==> src/rtl/uart_tx_arbiter.sv <==
// uart_tx_arbiter: round-robin share of one uart_tx among N_REQ
// byte requesters; grant is held across a frame until its last byte.
// Ports: i_Clock/i_Rst_n; per-requester i_Req, i_Req_Byte,
// i_Req_Last, o_Ack; o_Grant/o_Busy status; o_Tx_DV/o_Tx_Byte and
// i_Tx_Done toward uart_tx; o_Frame_Abort on hold timeout.
module uart_tx_arbiter #(
  parameter int N_REQ        = 4,
  parameter int HOLD_TIMEOUT = 1024
) (
  input  logic               i_Clock,
  input  logic               i_Rst_n,
  input  logic [N_REQ-1:0]   i_Req,
  input  logic [8*N_REQ-1:0] i_Req_Byte,
  input  logic [N_REQ-1:0]   i_Req_Last,
  output logic [N_REQ-1:0]   o_Ack,
  output logic [N_REQ-1:0]   o_Grant,
  output logic               o_Busy,
  output logic               o_Tx_DV,
  output logic [7:0]         o_Tx_Byte,
  input  logic               i_Tx_Done,
  output logic               o_Frame_Abort
);

  localparam int IW = $clog2(N_REQ);
  localparam int CW = (HOLD_TIMEOUT > 0) ?
                      $clog2(HOLD_TIMEOUT + 1) : 1;
  localparam logic [N_REQ-1:0] ONE = N_REQ'(1);

  typedef enum logic [1:0] {
    S_IDLE,
    S_LOAD,
    S_WAIT,
    S_HOLD
  } state_e;

  state_e            state_q, state_d;
  logic [N_REQ-1:0]  grant_q, grant_d;
  logic [N_REQ-1:0]  ack_q, ack_d;
  logic              busy_q, busy_d;
  logic              dv_q, dv_d;
  logic [7:0]        byte_q, byte_d;
  logic              abort_q, abort_d;
  logic              last_q, last_d;
  logic [IW-1:0]     ptr_q, ptr_d;
  logic [IW-1:0]     own_q, own_d;
  logic [CW-1:0]     cnt_q, cnt_d;

  logic              found;
  logic [IW-1:0]     win;
  int                kk;

  // First requester after the pointer, wrapping around.
  always_comb begin
    found = 1'b0;
    win   = ptr_q;
    kk    = 0;
    for (int i = 1; i <= N_REQ; i++) begin
      kk = int'(ptr_q) + i;
      if (kk >= N_REQ) kk = kk - N_REQ;
      if (!found && i_Req[kk[IW-1:0]]) begin
        found = 1'b1;
        win   = kk[IW-1:0];
      end
    end
  end

  always_comb begin
    state_d = state_q;
    grant_d = grant_q;
    ack_d   = '0;
    dv_d    = 1'b0;
    byte_d  = byte_q;
    abort_d = 1'b0;
    last_d  = last_q;
    ptr_d   = ptr_q;
    own_d   = own_q;
    cnt_d   = cnt_q;
    unique case (state_q)
      S_IDLE: begin
        if (found) begin
          own_d   = win;
          grant_d = ONE << win;
          state_d = S_LOAD;
        end
      end
      S_LOAD: begin
        byte_d  = i_Req_Byte[{own_q, 3'b000} +: 8];
        last_d  = i_Req_Last[own_q];
        dv_d    = 1'b1;
        ack_d   = ONE << own_q;
        state_d = S_WAIT;
      end
      S_WAIT: begin
        if (i_Tx_Done) begin
          if (last_q || HOLD_TIMEOUT == 0) begin
            grant_d = '0;
            ptr_d   = own_q;
            state_d = S_IDLE;
          end else if (i_Req[own_q]) begin
            state_d = S_LOAD;
          end else begin
            cnt_d   = '0;
            state_d = S_HOLD;
          end
        end
      end
      S_HOLD: begin
        if (i_Req[own_q]) begin
          state_d = S_LOAD;
        end else if (int'(cnt_q) + 1 >= HOLD_TIMEOUT - 1) begin
          // Owner went quiet mid-frame: give the line back.
          abort_d = 1'b1;
          grant_d = '0;
          ptr_d   = own_q;
          cnt_d   = '0;
          state_d = S_IDLE;
        end else begin
          cnt_d = cnt_q + 1'b1;
        end
      end
      default: state_d = S_IDLE;
    endcase
    busy_d = (state_d != S_IDLE);
  end

  always_ff @(posedge i_Clock or negedge i_Rst_n) begin
    if (!i_Rst_n) begin
      state_q <= S_IDLE;
      grant_q <= '0;
      ack_q   <= '0;
      busy_q  <= 1'b0;
      dv_q    <= 1'b0;
      byte_q  <= 8'h00;
      abort_q <= 1'b0;
      last_q  <= 1'b0;
      ptr_q   <= IW'(N_REQ - 1);
      own_q   <= '0;
      cnt_q   <= '0;
    end else begin
      state_q <= state_d;
      grant_q <= grant_d;
      ack_q   <= ack_d;
      busy_q  <= busy_d;
      dv_q    <= dv_d;
      byte_q  <= byte_d;
      abort_q <= abort_d;
      last_q  <= last_d;
      ptr_q   <= ptr_d;
      own_q   <= own_d;
      cnt_q   <= cnt_d;
    end
  end

  assign o_Ack         = ack_q;
  assign o_Grant       = grant_q;
  assign o_Busy        = busy_q;
  assign o_Tx_DV       = dv_q;
  assign o_Tx_Byte     = byte_q;
  assign o_Frame_Abort = abort_q;

endmodule

==> config.mk <==
export PLATFORM = sky130hd
export DESIGN_NAME = uart_tx_arbiter
export DESIGN_NICKNAME = d
export VERILOG_FILES = /design/src/rtl/uart_tx_arbiter.sv
export SDC_FILE = /design/constraint.sdc
export NUM_CORES = 1
export LEC_CHECK = 0
export BUFFER_PORTS_ARGS = -buffer_cell sky130_fd_sc_hd__buf_4
export CAP_MARGIN = 5
export CORE_UTILIZATION = 55
export CTS_CLUSTER_DIAMETER = 60
export DETAILED_ROUTE_END_ITERATION = 8
export GPL_TIMING_DRIVEN = 1
export PLACE_DENSITY = 0.89
export SLEW_MARGIN = 25
export SYNTH_ARGS = -nofsm -noshare
export SYNTH_HDL_FRONTEND = slang
export SYNTH_SLANG_ARGS = --single-unit
==> constraint.sdc <==
create_clock -name i_Clock -period 3.84 [get_ports i_Clock]
set_clock_uncertainty 0.05 [all_clocks]
set_input_delay 0.192 -clock i_Clock [delete_from_list [all_inputs] [get_ports i_Clock]]
set_output_delay 0.192 -clock i_Clock [all_outputs]
set_load 0.05 [all_outputs]
; ---- Word level (Yosys, flattened, before mapping)
; Index checks and enable logic that the tools add are counted.
[classes]
add_sub_neg = 10
n_lt_le_gt_ge = 10
eq_ne = 10
shift = 3
n_mux = 53
n_reduce_logical = 14
[op_table]
columns = op, count
row1 = $mux 11, 5
row2 = $mux 2, 18
row3 = $shiftx 32x6->8, 1
row4 = $mux 4, 6
row5 = $pmux 11 s2, 1
row6 = $lt 2x3->1 const B, 5
row7 = $mux 1, 14
row8 = $ne 2x2->1 const B, 7
row9 = $add 11x1->12 const B, 1
row10 = $bmux 1 s2, 6
row11 = $ge 12x10->1 const B, 1
row12 = $pmux 4 s3, 1
row13 = $add 11x1->11 const B, 1
row14 = $reduce_and 5->1, 2
row15 = $ge 3x3->1 const B, 3
row16 = $pmux 2 s4, 1
row17 = $shl 1x2->4 const A, 2
row18 = $sub 2x1->2 const B, 4
row19 = $add 2x2->3 const B, 2
row20 = $reduce_and 6->1, 1
row21 = $add 2x3->4 const B, 1
row22 = $eq 2x2->1 const B, 2
row23 = $ge 4x3->1 const B, 1
row24 = $pmux 2 s2, 1
row25 = 8 further kinds, 13
[totals]
regBits = 37
in_bits = 43
out_inout_bits = 19
word_cells = 111

; ---- Logic depth before layout (Yosys ltp)
[depth]
ltp_word = 18
mapped_depth = 7
ltp_nobuf = 6

; ---- Worst setup path after synthesis
; Ideal clock, no wire load.
[synth_path]
path_kind = register to register
start = register cnt_q[0]
end = register cnt_q[3]
setup_ps = 132
arrival_ps = 1880
t_required_ps = 3658
path_slack_ps = 1778
stages_incl_launch_ff = 8
n_path_buf = 1
synth_period_minus_slack_ps = 2062
cell_sequence = dfrtp_1 ha_1 xnor2_1 or4b_4 o2bb2ai_4 nand2b_4 buf_6 o21ai_1
[synth_between]
elab_chain_cells = 5
word_cells_on_any_way = 6
classes_between = add/sub (2) / order compare (1) / mux (3)
[synth_lines]
columns = item, line_no
row1 = "start, declared", 46  ; logic [CW-1:0] cnt_q, cnt_d;
row2 = "start signal, assigned", 150  ; cnt_q <= cnt_d;
row3 = $add 11x1->12, 110  ; end else if (int'(cnt_q) + 1 >= HOLD_TIMEOUT - 1) begin
row4 = $ge 12x10->1, 110
row5 = $mux 11 (*), 110
row6 = $mux 11 (*), 108  ; if (i_Req[own_q]) begin
row7 = $pmux 11 s2 (*), 78  ; unique case (state_q)
; Mark *: on every way between the ends. The rest lies on a longest branch, timed or not. The select of a mux whose other input is x is not followed.
; A chain may end at the register's enable or synchronous reset.

; ---- Worst setup path after layout
[layout_path]
start = register own_q[0]
end = register ptr_q[0]
[layout_between]
elab_chain_cells = 4
word_cells_on_any_way = 9
classes_between = eq/ne (1) / mux (7) / reduce/logical (1)
[layout_lines]
columns = item, line_no
row1 = "start, declared", 45  ; logic [IW-1:0] own_q, own_d;
row2 = "start signal, assigned", 149  ; own_q <= own_d;
row3 = $bmux 1 s2, 108
row4 = $mux 1 (implied by the code), 108
row5 = $ne 2x2->1 (no source line), -
row6 = $reduce_and 5->1 (no source line), -
row7 = "end signal, assigned", 136  ; ptr_q <= IW'(N_REQ - 1);
row8 = "end signal, assigned", 148  ; ptr_q <= ptr_d;
row9 = "end, declared", 44  ; logic [IW-1:0] ptr_q, ptr_d;
; Parallel ways exist; a longest one is shown, timed or not. The select of a mux whose other input is x is not followed.

==> metrics <==
status=finished clean; post-synth cell types=47; ANT cells=0; gr usage total=24.02%; Core Area=3468 sq um; DR pass1 iterations=5; Max Buffers Root-to-Sink=2; post-detail-place hpwl=roughly 3100 microns; Worst-path clk slew=0.07 ns; post-synthesis xor/xnor area fraction=3.378%; Worst Setup End Kind=register; full die area=4021 sq um; simple-gate area share of the yosys netlist=17.13%; predominant post-synthesis flop cell=dfrtp_1; max-cap violations=0; initial antenna violation count=0; Syn Inst Count=around 180; DRT antenna net count=0; largest net degree at the start of global routing=38; WL final=4275 microns; CP Data Required Time=4.01 ns; Die W=63.42 microns; sequential-to-total area share from yosys stat=between 40 and 50%; Final min period=2.330 ns; f_max=0.4291 GHz; Starting Density=59.81%; Hold-fix buffers, CTS=1; PostCTS Resize Cnt=0; DRC violations left=0; Tightest Pin Transition=0.7728 ns; DR vias=roughly 1600; first-pass GRT wire length=7424 microns; # setup viols final=0; Post-Synth Adder-Cell Area=about 1.2%; final hold vios=0; main combinational cell family by area after synthesis=multiplexers; share of cells above drive strength 1=45.04%; clk_lat worst skew=0.29 ns; Post-CTS Setup Bufs=0; Syn. warnings=0; Lkg Pwr=1.183 nW; ys async rst share=between 90% and 100%; Initial DRC Count=81; mux share of post-synthesis cell area=18.21%; Worst IR Drop VDD=0.0005564 V; Mean Syn Cell Area=11.40 sq um; detailed-route vias per instance=roughly 5.7; CP Class=register to register; final setup TNS=0 ns; PwrDens=771.6 nW/um^2; routed len/inst=14.84 microns; compound-gate portion of the synthesized area=12.36%; Final #Nets=approximately 290; Syn Nets=227; Hold Crit Class=input pin to register; area grow syn2layout=29.67%; CP max FO=16; Root Buffer=clkbuf_8; fillers=around 230; total power=between 2 and 2.5 mW; fin crit share=60.68%; H-tree levels=2; Final Max Tran Viols=0; Die Height=63.42 microns; gp weighted congestion=0.8233; number of global-route vias before repair=1648; CTS buffer count=5; CTS tree=done; CTS Sinks=37; placement row count=21; Port Buffers=61; Mapped Area=2074 sq um; CP arrival=2.50 ns; dpl cells=279; EDFF count, synth=0; total congestion overflow=0; unrepaired setup endpoints after global routing=no; Rel. slew slack=48.48%; # IOs=62; Non-Filler Instances=288; critical path launch point type=register; number of synthesized register bits=37
==> synth_stat cells (2+ instances only) <==
library cell,n,area [sq um]
o21ai_1,3,15.01
buf_1,2,7.510
mux4_2,10,225.2
nand4_1,2,12.51
mux2_4,2,30.03
nor2b_1,3,18.77
o21ai_2,8,70.07
xnor2_1,7,61.31
o21ai_0,4,20.02
nand3b_1,2,15.01
nor2_1,10,37.54
nor3b_1,2,15.01
and3_1,3,18.77
nand2b_1,5,31.28
a21oi_1,7,35.03
nand2_1,21,78.83
inv_1,4,15.01
mux2_2,10,112.6
dfrtp_1,35,875.8
clkbuf_1,6,22.52
dfstp_2,2,52.55
a211oi_1,2,15.01
ha_1,2,25.02
and2_1,3,18.77
o211ai_1,2,15.01
nand3_1,4,20.02
==> metal layers <==
| layer | track usage (%) | routed length, microns | vias to the layer above |
|---|---|---|---|
| met1 | 29.21 | 1799 | 801 |
| li1 | - | - | 772 |
| met4 | 7.670 | 61 | 0 |
| met3 | 7.065 | 282 | 5 |
| met5 | 0 | 0 | - |
| met2 | 40.69 | 2131 | 65 |
==> registers in the layout, summed over array words and instances, names as in the netlist <==
name	cells
cnt_q	11
o_Tx_Byte	8
o_Ack	4
o_Grant	4
own_q	2
ptr_q	2
state_q	2
last_q	1
o_Busy	1
o_Frame_Abort	1
o_Tx_DV	1
==> critical path, cell delays in order (launching register included) <==
cell     delay (ns)
dfrtp_1        0.85
mux4_2         0.62
and2b_1        0.34
a21oi_4        0.10
mux2_4         0.30
==> power by group <==
part           total (mW)  switching, mW  internal [mW]
registers           0.704          0.176          0.528
logic               0.976          0.553          0.423
clock network       0.396          0.138          0.258
==> cell families after synthesis <==
logic type / count (synthesis)
fa+ha+maj: 2
xor+xnor: 8
buf+inv: 14
simple gates: 65
compound gates: 33
mux: 23
flops: 37
==> path summary, 6_finish.rpt <==
kind | from | slack, ns | depth (start not counted) | to
min reg2reg | o_Tx_Byte[7]$_DFFE_PN0P_ | 0.46 | 1 | o_Tx_Byte[7]$_DFFE_PN0P_
max in group asynchronous | i_Rst_n | 3.05 | 2 | ptr_q[0]$_DFFE_PN1P_
min | i_Tx_Done | 0.24 | 4 | state_q[1]$_DFF_PN0_
max | own_q[0]$_DFFE_PN0P_ | 1.51 | 4 | ptr_q[0]$_DFFE_PN1P_
max reg2reg | own_q[0]$_DFFE_PN0P_ | 1.51 | 4 | ptr_q[0]$_DFFE_PN1P_
min in group asynchronous | i_Rst_n | 0.34 | 2 | o_Grant[2]$_DFFE_PN0P_
==> cells in the final DEF, fill, tap and decap left out, types with 2 or more instances in the layout <==
master / synthesis / routed
a211oi_1: 2 / 2
a21oi_1: 7 / 7
and2_1: 3 / 3
and3_1: 3 / 3
buf_4: 0 / 61
bufinv_16: 0 / 2
clkbuf_8: 0 / 5
dfrtp_1: 35 / 35
dfstp_2: 2 / 2
ha_1: 2 / 2
inv_1: 4 / 4
mux2_2: 10 / 10
mux2_4: 2 / 2
mux4_2: 10 / 10
nand2_1: 21 / 21
nand2b_1: 5 / 5
nand3_1: 4 / 4
nand3b_1: 2 / 2
nand4_1: 2 / 2
nor2_1: 10 / 10
nor2b_1: 3 / 2
nor3b_1: 2 / 2
o211ai_1: 2 / 2
o21ai_0: 4 / 4
o21ai_1: 3 / 3
o21ai_2: 8 / 8
xnor2_1: 7 / 7
==> stage by stage <==
step | setup WS, ns | utilization, % | cell area, sq um | hold WS (ns)
detailed placement | 1.498 | 73.34 | 2544 | 0.1247
global placement | 1.556 | 73.34 | 2544 | 0.1266
finish | 1.510 | 77.56 | 2690 | 0.2365
global route | 1.331 | 77.56 | 2690 | 0.2499
CTS | 1.490 | 77.49 | 2688 | 0.2301
floorplan | 1.778 | - | 2074 | -0.1536
==> area by class of cell <==
| cell class | count | area, sq um | share of cell area [%] |
|---|---|---|---|
| Multi-Input combinational cell | 131 | 1087 | 40.42 |
| Sequential cell | 37 | 928.4 | 34.51 |
| Timing Repair Buffer | 62 | 467.9 | 17.40 |
| Clock buffer | 5 | 68.82 | 2.558 |
| Clock inverter | 3 | 65.06 | 2.419 |
| Tap cell | 46 | 57.56 | 2.140 |
| Inverter | 4 | 15.01 | 0.5581 |
No activity file was read; power rests on OpenSTA's default activity.
